`src/rtl/uart_rx_ctrl_if.sv`:
```
// Signal bundle between the UART RX frame controller and the RX datapath (line,
// configuration, checker results and enable strobes).
interface uart_rx_ctrl_if #(
    parameter int unsigned PRESCALE_W = 6
);
    logic                  RX_IN;
    logic [PRESCALE_W-1:0] Prescale;
    logic                  PAR_EN;
    logic                  strt_glitch;
    logic                  par_err;
    logic                  stp_err;
    logic                  dat_samp_en;
    logic [PRESCALE_W-1:0] edge_cnt;
    logic [3:0]            bit_cnt;
    logic                  deser_en;
    logic                  strt_chk_en;
    logic                  par_chk_en;
    logic                  stp_chk_en;
    logic                  data_valid;

    // Controller side
    modport master (
        input  RX_IN, Prescale, PAR_EN, strt_glitch, par_err, stp_err,
        output dat_samp_en, edge_cnt, bit_cnt, deser_en,
               strt_chk_en, par_chk_en, stp_chk_en, data_valid
    );

    // Datapath side
    modport slave (
        output RX_IN, Prescale, PAR_EN, strt_glitch, par_err, stp_err,
        input  dat_samp_en, edge_cnt, bit_cnt, deser_en,
               strt_chk_en, par_chk_en, stp_chk_en, data_valid
    );
endinterface

```
`src/rtl/uart_rx_ctrl.sv`:
```
// UART RX frame sequencer: walks start/data/parity/stop with an oversampling edge
// counter, fires one-cycle checker strobes and flags clean frames with data_valid.
module uart_rx_ctrl #(
    parameter int unsigned DATA_WIDTH = 8,
    parameter int unsigned PRESCALE_W = 6
) (
    input logic            CLK,
    input logic            RST,
    uart_rx_ctrl_if.master bus
);

    localparam int unsigned           BIT_W    = 4;
    localparam logic [PRESCALE_W-1:0] P_MIN    = PRESCALE_W'(8);
    localparam logic [BIT_W-1:0]      LAST_BIT = BIT_W'(DATA_WIDTH - 1);

    typedef enum logic [2:0] {
        IDLE   = 3'd0,
        START  = 3'd1,
        DATA   = 3'd2,
        PARITY = 3'd3,
        STOP   = 3'd4
    } state_t;

    state_t                state;
    logic [PRESCALE_W-1:0] edge_q;
    logic [BIT_W-1:0]      bit_q;
    logic [PRESCALE_W-1:0] p_lat;
    logic                  par_en_lat;
    logic                  err_q;
    logic                  samp_q;
    logic                  strt_q;
    logic                  deser_q;
    logic                  par_q;
    logic                  stp_q;
    logic                  dv_q;

    logic [PRESCALE_W-1:0] p_clamp_c;
    logic                  bit_end_c;
    logic                  pre_chk_c;

    assign p_clamp_c = (bus.Prescale < P_MIN) ? P_MIN : bus.Prescale;
    assign bit_end_c = (state != IDLE) && (edge_q == p_lat - PRESCALE_W'(1));
    // Strobes are registered one edge early so they appear on edge P-2
    assign pre_chk_c = (edge_q == p_lat - PRESCALE_W'(3));

    always_ff @(posedge CLK or negedge RST) begin
        if (!RST) begin
            state      <= IDLE;
            edge_q     <= '0;
            bit_q      <= '0;
            p_lat      <= '0;
            par_en_lat <= 1'b0;
            err_q      <= 1'b0;
            samp_q     <= 1'b0;
            strt_q     <= 1'b0;
            deser_q    <= 1'b0;
            par_q      <= 1'b0;
            stp_q      <= 1'b0;
            dv_q       <= 1'b0;
        end else begin
            strt_q  <= 1'b0;
            deser_q <= 1'b0;
            par_q   <= 1'b0;
            stp_q   <= 1'b0;
            dv_q    <= 1'b0;
            case (state)
                IDLE: begin
                    edge_q <= '0;
                    samp_q <= 1'b0;
                    if (!bus.RX_IN) begin
                        state      <= START;
                        samp_q     <= 1'b1;
                        p_lat      <= p_clamp_c;
                        par_en_lat <= bus.PAR_EN;
                    end
                end
                default: begin
                    edge_q  <= bit_end_c ? '0 : edge_q + PRESCALE_W'(1);
                    strt_q  <= pre_chk_c && (state == START);
                    deser_q <= pre_chk_c && (state == DATA);
                    par_q   <= pre_chk_c && (state == PARITY);
                    stp_q   <= pre_chk_c && (state == STOP);
                    if (bit_end_c) begin
                        case (state)
                            START: begin
                                if (bus.strt_glitch) begin
                                    state  <= IDLE;
                                    samp_q <= 1'b0;
                                end else begin
                                    state <= DATA;
                                    bit_q <= '0;
                                end
                            end
                            DATA: begin
                                if (bit_q < LAST_BIT) begin
                                    bit_q <= bit_q + BIT_W'(1);
                                end else begin
                                    state <= par_en_lat ? PARITY : STOP;
                                end
                            end
                            PARITY: begin
                                if (bus.par_err) begin
                                    err_q <= 1'b1;
                                end
                                state <= STOP;
                            end
                            STOP: begin
                                dv_q  <= !bus.stp_err && !err_q;
                                err_q <= 1'b0;
                                // Line already low at stop end: next frame starts with no idle gap
                                if (!bus.RX_IN) begin
                                    state      <= START;
                                    p_lat      <= p_clamp_c;
                                    par_en_lat <= bus.PAR_EN;
                                end else begin
                                    state  <= IDLE;
                                    samp_q <= 1'b0;
                                end
                            end
                            default: begin
                                state  <= IDLE;
                                samp_q <= 1'b0;
                            end
                        endcase
                    end
                end
            endcase
        end
    end

    assign bus.dat_samp_en = samp_q;
    assign bus.edge_cnt    = edge_q;
    assign bus.bit_cnt     = bit_q;
    assign bus.deser_en    = deser_q;
    assign bus.strt_chk_en = strt_q;
    assign bus.par_chk_en  = par_q;
    assign bus.stp_chk_en  = stp_q;
    assign bus.data_valid  = dv_q;

endmodule

```
`src/flat_wrapper.sv`:
```
// flat-port wrapper written by rule: the top's interface ports become plain ports
module uart_rx_ctrl_flat 
#(
    parameter int unsigned DATA_WIDTH = 8,
    parameter int unsigned PRESCALE_W = 6
)
  (CLK, RST, bus_RX_IN, bus_Prescale, bus_PAR_EN, bus_strt_glitch, bus_par_err, bus_stp_err, bus_dat_samp_en, bus_edge_cnt, bus_bit_cnt, bus_deser_en, bus_strt_chk_en, bus_par_chk_en, bus_stp_chk_en, bus_data_valid);
  uart_rx_ctrl_if #(.PRESCALE_W(PRESCALE_W)) bus_i ();
  input logic CLK;
  input logic RST;
  input wire logic [$bits(bus_i.RX_IN)-1:0] bus_RX_IN;
  input wire logic [$bits(bus_i.Prescale)-1:0] bus_Prescale;
  input wire logic [$bits(bus_i.PAR_EN)-1:0] bus_PAR_EN;
  input wire logic [$bits(bus_i.strt_glitch)-1:0] bus_strt_glitch;
  input wire logic [$bits(bus_i.par_err)-1:0] bus_par_err;
  input wire logic [$bits(bus_i.stp_err)-1:0] bus_stp_err;
  output wire logic [$bits(bus_i.dat_samp_en)-1:0] bus_dat_samp_en;
  output wire logic [$bits(bus_i.edge_cnt)-1:0] bus_edge_cnt;
  output wire logic [$bits(bus_i.bit_cnt)-1:0] bus_bit_cnt;
  output wire logic [$bits(bus_i.deser_en)-1:0] bus_deser_en;
  output wire logic [$bits(bus_i.strt_chk_en)-1:0] bus_strt_chk_en;
  output wire logic [$bits(bus_i.par_chk_en)-1:0] bus_par_chk_en;
  output wire logic [$bits(bus_i.stp_chk_en)-1:0] bus_stp_chk_en;
  output wire logic [$bits(bus_i.data_valid)-1:0] bus_data_valid;
  assign bus_i.RX_IN = bus_RX_IN;
  assign bus_i.Prescale = bus_Prescale;
  assign bus_i.PAR_EN = bus_PAR_EN;
  assign bus_i.strt_glitch = bus_strt_glitch;
  assign bus_i.par_err = bus_par_err;
  assign bus_i.stp_err = bus_stp_err;
  assign bus_dat_samp_en = bus_i.dat_samp_en;
  assign bus_edge_cnt = bus_i.edge_cnt;
  assign bus_bit_cnt = bus_i.bit_cnt;
  assign bus_deser_en = bus_i.deser_en;
  assign bus_strt_chk_en = bus_i.strt_chk_en;
  assign bus_par_chk_en = bus_i.par_chk_en;
  assign bus_stp_chk_en = bus_i.stp_chk_en;
  assign bus_data_valid = bus_i.data_valid;
  uart_rx_ctrl #(.DATA_WIDTH(DATA_WIDTH), .PRESCALE_W(PRESCALE_W)) u_core (.CLK(CLK), .RST(RST), .bus(bus_i));
endmodule
```
`config.mk`:
```
export PLATFORM = sky130hd
export DESIGN_NAME = uart_rx_ctrl_flat
export DESIGN_NICKNAME = d
export VERILOG_FILES = /design/src/rtl/uart_rx_ctrl_if.sv /design/src/rtl/uart_rx_ctrl.sv /design/src/flat_wrapper.sv
export SDC_FILE = /design/constraint.sdc
export NUM_CORES = 1
export LEC_CHECK = 0
export CORE_MARGIN = 2
export CORE_UTILIZATION = 46
export DETAILED_ROUTE_END_ITERATION = 12
export PLACE_DENSITY = 0.74
export SYNTH_ARGS = -nofsm -noshare
export SYNTH_HDL_FRONTEND = slang
export SYNTH_SLANG_ARGS = --single-unit
```
`constraint.sdc`:
```
create_clock -name CLK -period 2 [get_ports CLK]
set_input_delay 0.2 -clock CLK [delete_from_list [all_inputs] [get_ports CLK]]
set_output_delay 0.2 -clock CLK [all_outputs]
set_load 0.005 [all_outputs]
```
==> run summary, run 1 <==
outcome: complete, but fails checks
failing checks: negative setup slack
die area: 3880 um^2
GRT Util Overall: 0.188
Cells after DPL: 238
CP delay by family, top: simple AND/OR/NAND/NOR gates
Yosys warning total: 0
clock sink count: 27
# H-tree levels: 1
crit path buf inv count: 0
IO Port Bufs: 28
setup TNS: -0.0122 ns
CP Launch Type: register
footprint of the multi-input gates: 880 um^2
Initial Utilization: 0.472
via density per instance: 5.35
CP Class: reg -> reg
Diodes inserted: 0
ys flop type: dfrtp_1
Reg clk slew, reported paths: 0.15 ns
Std-Cell Rows: 21
Fillers: 287
simple-gate share of the synthesized area: 0.198
initial antenna violation count: 0
Core Area: 3310 um^2
Post-synth EDFFs: 0
Max-slew headroom: 0.737
fmax: 0.497 GHz
Data arrival, critical path: 2.26 ns
Fin. Hold Viols: 0
Clock Skews: 0.00611 ns
main combinational cell family by area after synthesis: simple AND/OR/NAND/NOR gates
Setup-failing EPs final: 1
die height: 62.3 um
clock root cell: clkbuf_4
critical path cell sequence: ha_2 -> xnor2_1 -> or3_1 -> a222oi_1 -> o211ai_1 -> nor4bb_2
wire length of the first global-routing pass: 5800 um
routability congestion estimate: 0.847
PwrDens: 1330 nW/um^2
Gate Count Post-Synth: 154
I/O pin total: 29
DRC Markers: 0
Min-Delay Path Class: in -> async
VDD IR-drop max: 575 uV
critical path's slowest cell: dfrtp_1
clock insertion delay at the later pin of the skew report: 0.34 ns
post-route insts no fill: 243
die width: 62.3 um
vias after detailed routing: 1299
setup ws final: -0.0122 ns
total CTS buffers: 3
post-route cell area: 2090 um^2
Hold-fix buffers, CTS: 0
fin. max-slew vios: 0
most common cell after layout, fill and taps aside: clkdlybuf4s50_1
Seq. cell area: 676 um^2
Setup WS pre-CTS: -0.127 ns
clk buf depth: 2
syn_nets: 171
ANT nets after route: 0
slowest stage delay, CP: 0.43 ns
vias in the first global route: 1275
post-detail-place hpwl: 2620 um
placed cell area: 1990 um^2
post-synth cell types: 45
CP Data Required Time: 2.25 ns
Synth Cell Area: 1560 um^2
Synth async-reset ratio: 1.00
xor and xnor area share after synthesis: 0.0672
Tmin final: 2.01 ns
Synth Area in Compound Gates: 0.148
largest net degree at the start of global routing: 28
period utilization: 1.01
RSZ-0062 raised after global routing: true
gr ovfl total: 0
drt pass-1 iters: 4
NumNets Final: 215
mux share of post-synthesis cell area: 0.0752
initial DRC count: 46
crit path capture type: register
Synth Area in Adders: 0.0320
# Max-Cap Violations: 0
TritonCTS clock tree: done
layout cells sized above 1: 0.254
area grow syn2layout: 33.8%
Worst-Margin Slew: 0.394 ns
Routed WL: 3480 um
Crit Path Max Fanout: 3
Seq/Total Area, Yosys: 0.432
commonest cells after routing, fill and taps aside: clkdlybuf4s50_1 (28), dfrtp_1 (27), buf_4 (20)
routed len/inst: 14.3 um
leakage power total: 0.000974 uW
Syn Area/Cell: 10.2 um^2
register bit total from synthesis: 27
## Yosys cell counts, drive strengths merged, types with 5 or more instances
| cell type | n | area (um^2) |
|---|---|---|
| dfrtp | 27 | 676 |
| nor2 | 17 | 63.8 |
| a21o | 5 | 38.8 |
| and3 | 7 | 47.5 |
| xor2 | 9 | 78.8 |
| a21oi | 9 | 45.0 |
| nand2 | 5 | 18.8 |
| o21ai | 6 | 30.0 |
| inv | 5 | 18.8 |
| nand3 | 5 | 30.0 |
| buf | 6 | 45.0 |
| mux2 | 7 | 97.6 |
## cell families (layout without fill, tap and decap cells)
kind of cell               count (synthesis)  after routing
adders and majority gates                  4              4
muxes                                      9              9
AOI/OAI and AO/OA                         34             34
and+or+nand+nor                           54             54
buffers and inverters                     14             57
xor gates and xnor gates                  12             12
DFF                                       27             27
## metrics by stage
| stage | total power (uW) | hold WS, ns | utilization |
|---|---|---|---|
| after CTS | 2660 | 0.224 | 0.615 |
| after detailed placement | 2370 | 0.466 | 0.601 |
| after global placement | 2310 | 0.469 | 0.601 |
| after global routing | 3000 | 0.225 | 0.632 |
| after floorplan | 1850 | -0.0956 | - |
| final | 2780 | 0.214 | 0.632 |
## path summary, 6_finish.rpt
kind	start	to	slack, ns	cells after the start
min reg2reg	u_core.err_q$_DFFE_PN0P_	u_core.bus.data_valid$_DFF_PN0_	0.48	1
min	RST	u_core.bus.edge_cnt[3]$_DFF_PN0_	0.21	2
max	u_core.p_lat[1]$_DFFE_PN0P_	u_core.bus.par_chk_en$_DFF_PN0_	-0.01	6
min in group CLK	bus_stp_err	u_core.bus.data_valid$_DFF_PN0_	0.39	2
max reg2reg	u_core.p_lat[1]$_DFFE_PN0P_	u_core.bus.par_chk_en$_DFF_PN0_	-0.01	6
max in group asynchronous	RST	u_core.p_lat[2]$_DFFE_PN0P_	1.53	2
## repair_timing
item	CTS	global route
buffers inserted	1	0
gates cloned	0	0
gates resized for setup	2	9
setup endpoints to repair	6	16
pin swaps	5	3
## metal layers
layer	wire length, um	part of all wire	global-route usage	vias up
met5	0	0	0	-
met4	25	0.0072	0.0667	0
met3	112	0.032	0.0181	3
met2	1750	0.50	0.330	37
met1	1600	0.46	0.244	633
li1	-	-	-	626
## final cells by class
cell class / instances / share of cell area
timing repair buffer: 48 / 0.206
sequential: 27 / 0.323
inverter: 5 / 0.00897
clock inverter: 1 / 0.00359
clock buffer: 3 / 0.0108
tap: 46 / 0.0275
multi-input combinational: 113 / 0.420
## state kept, by name, indices dropped and copies added (netlist names)
| signal | cells |
|---|---|
| u_core.state | 3 |
| u_core.bus.strt_chk_en | 1 |
| u_core.p_lat | 6 |
| u_core.bus.deser_en | 1 |
| u_core.bus.bit_cnt | 4 |
| u_core.err_q | 1 |
| u_core.bus.dat_samp_en | 1 |
| u_core.bus.par_chk_en | 1 |
| u_core.bus.edge_cnt | 6 |
| u_core.par_en_lat | 1 |
| u_core.bus.stp_chk_en | 1 |
| u_core.bus.data_valid | 1 |
## power breakdown
part	total, uW	switching [uW]	internal [uW]
Sequential	916	215	700
Combinational	1620	740	879
Clock	250	173	76.7
No activity file was read; power rests on OpenSTA's default activity.
==> run 2: changes to the inputs <==
--- a/config.mk
+++ b/config.mk
@@ -6,9 +6,9 @@
 export NUM_CORES = 1
 export LEC_CHECK = 0
 export CORE_MARGIN = 2
-export CORE_UTILIZATION = 46
+export CORE_UTILIZATION = 51
 export DETAILED_ROUTE_END_ITERATION = 12
-export PLACE_DENSITY = 0.74
+export PLACE_DENSITY = 0.78
 export SYNTH_ARGS = -nofsm -noshare
 export SYNTH_HDL_FRONTEND = slang
 export SYNTH_SLANG_ARGS = --single-unit
==> constraint.sdc (replaced) <==
create_clock -name CLK -period 2.05 [get_ports CLK]
set_input_delay 0.205 -clock CLK [delete_from_list [all_inputs] [get_ports CLK]]
set_output_delay 0.205 -clock CLK [all_outputs]
set_load 0.005 [all_outputs]
==> run 2 against run 1 <==
  * Largest cell class unchanged
  * Count of clock-buffer cells in the layout stayed put
  * Worst hold slack lost 0.0030 ns
  * Fmax decreased by 4.0%
  * Critical endpoint is now u_core.bus.bit_cnt[1]$_DFFE_PN0P_
  * Critical path type unchanged
  * The flow still finishes with violations (negative setup slack)
  * Power decreased by 3.8%
==> run summary, run 2 (synthesis gave the netlist of run 1 again) <==
Hold-fix buffers, CTS: 0 (unchanged)
CP Class: reg -> reg
fmax: 0.477 GHz (-4.0%)
IO Port Bufs: 28 (unchanged)
die height: 59.4 um (-4.7%)
outcome: complete, but fails checks
layout cells sized above 1: 0.265 (+0.0115)
clock sink count: 27 (unchanged)
critical path cell sequence: buf_4 -> inv_2 -> ha_1 -> xor2_1 -> and3_1 -> and3_2 -> nand2_1 -> mux2_2
TritonCTS clock tree: done
Fin. Hold Viols: 0 (unchanged)
Routed WL: 3420 um (-1.9%)
crit path capture type: register
Clock Skews: 0.0107 ns (+0.00464 ns)
fin util: 0.695 (+0.0631)
critical path's slowest cell: dfrtp_1
VDD IR-drop max: 592 uV (+3.0%)
vias in the first global route: 1252 (-1.8%)
I/O pin total: 29 (unchanged)
leakage power total: 0.000974 uW (about the same)
footprint of the multi-input gates: 880 um^2 (unchanged)
# H-tree levels: 1 (unchanged)
met3 WL: 147 um (+31%)
CP Data Required Time: 2.29 ns (+0.04 ns)
Tmin final: 2.10 ns (+0.0840 ns)
clock root cell: clkbuf_4
routed len/inst: 14.9 um (+4.1%)
most common cell after layout, fill and taps aside: clkdlybuf4s50_1
Min-Delay Path Class: in -> async
post-route insts no fill: 229 (-5.8%)
total CTS buffers: 3 (unchanged)
Crit Path Max Fanout: 5 (+2)
largest net degree at the start of global routing: 28 (unchanged)
Setup-failing EPs final: 8 (+7)
Seq. cell area: 677 um^2 (+0.19%)
drt pass-1 iters: 4 (unchanged)
die width: 59.4 um (-4.7%)
Diodes inserted: 0 (unchanged)
PwrDens: 1290 nW/um^2 (-2.8%)
gr ovfl total: 0 (unchanged)
RSZ-0062 raised after global routing: true
DRC Markers: 0 (unchanged)
vias after detailed routing: 1308 (+0.69%)
commonest cells after routing, fill and taps aside: clkdlybuf4s50_1 (28), dfrtp_1 (26), buf_4 (19)
CP Launch Type: register
Setup WS pre-CTS: -0.0747 ns (+0.0522 ns)
met2 wire length: 1690 um (-2.9%)
Worst-Margin Slew: 0.415 ns (+0.0208 ns)
clock insertion delay at the later pin of the skew report: 0.34 ns (about the same)
Std-Cell Rows: 20 (-4.8%)
top sig layer: met4
failing checks: negative setup slack
post-detail-place hpwl: 2520 um (-3.9%)
slowest stage delay, CP: 0.45 ns (+0.02 ns)
Core Area: 2980 um^2 (-10%)
Data arrival, critical path: 2.34 ns (+0.08 ns)
initial antenna violation count: 0 (unchanged)
Reg clk slew, reported paths: 0.16 ns (about the same)
routability congestion estimate: 0.857 (+1.1%)
clk buf depth: 2 (unchanged)
Fillers: 225 (-22%)
via density per instance: 5.71 (+6.8%)
fin. max-slew vios: 0 (unchanged)
Cells after DPL: 219 (-8.0%)
area grow syn2layout: 32.3%
period utilization: 1.02 (+0.0165)
GRT Util Overall: 0.212 (+0.0237)
NumNets Final: 214 (-0.47%)
setup ws final: -0.0462 ns (-0.0340 ns)
initial DRC count: 68 (+48%)
routed metal-1 wirelength: 1530 um (-4.6%)
ANT nets after route: 0 (unchanged)
wire length of the first global-routing pass: 5540 um (-4.5%)
Max-slew headroom: 0.722 (-0.0151)
die area: 3530 um^2 (-9.2%)
# Max-Cap Violations: 0 (unchanged)
Initial Utilization: 0.525 (+0.0528)
## run 2: changes by cell type in the layout (fill, tap and decap cells not counted), sizes merged
cell,change
buf,-1
## run 2: critical path, delay by kind of cell, from the launching register on
kind | cells | cell delay (ns)
xor gates and xnor gates | 1 | 0.17
muxes | 1 | 0.34
adders and majority gates | 1 | 0.29
buffers and inverters | 2 | 0.17
and+or+nand+nor | 3 | 0.58
DFF | 1 | 0.45
## run 2: final timing paths
check                      slack [ns]                                end  cells after the start                   startpoint
max                             -0.05  u_core.bus.bit_cnt[1]$_DFFE_PN0P_                      8  u_core.p_lat[0]$_DFFE_PN0P_
min                              0.21   u_core.bus.edge_cnt[2]$_DFF_PN0_                      2                          RST
max reg2reg                     -0.05  u_core.bus.bit_cnt[1]$_DFFE_PN0P_                      8  u_core.p_lat[0]$_DFFE_PN0P_
min reg2reg                      0.49    u_core.bus.data_valid$_DFF_PN0_                      1     u_core.err_q$_DFFE_PN0P_
max in group asynchronous        1.57        u_core.p_lat[4]$_DFFE_PN0P_                      2                          RST
min in group CLK                 0.39    u_core.bus.data_valid$_DFF_PN0_                      2                  bus_stp_err
## run 2: timing repair
| action | CTS | global route |
|---|---|---|
| setup endpoints to repair | 4 | 21 |
| pin swaps | 4 | 6 |
| gates cloned | 0 | 0 |
| buffers inserted | 6 | 0 |
| resized for setup | 6 | 9 |
## run 2: through the flow
step | power, uW | hold slack (ns) | TNS, ns | instance area, um^2
CTS | 2570 | 0.226 | -0.0283 | 2020
floorplan | 1800 | -0.0906 | 0 | 1560
global route | 2880 | 0.235 | -0.991 | 2070
finish | 2680 | 0.211 | -0.233 | 2070
global placement | 2180 | 0.451 | -0.0235 | 1930
detailed placement | 2230 | 0.476 | -0.125 | 1930
## run 2: final cells by class
cell class | count | area share
inverter | 5 | 0.00907
multi-input combinational | 113 | 0.425
timing repair buffer | 47 | 0.204
clock buffer | 3 | 0.0109
clock inverter | 1 | 0.00363
tap | 33 | 0.0200
sequential | 27 | 0.327
## run 2: layer usage
metal  up-vias  GRT usage
li1        625          -
met2        43      0.355
met5         -          0
met4         0     0.0747
met3         5     0.0262
met1       635      0.281
## run 2: power breakdown
group	total, uW	internal (uW)	switching [uW]
clock	248	75.0	173
combinational	1510	825	682
sequential	924	685	239
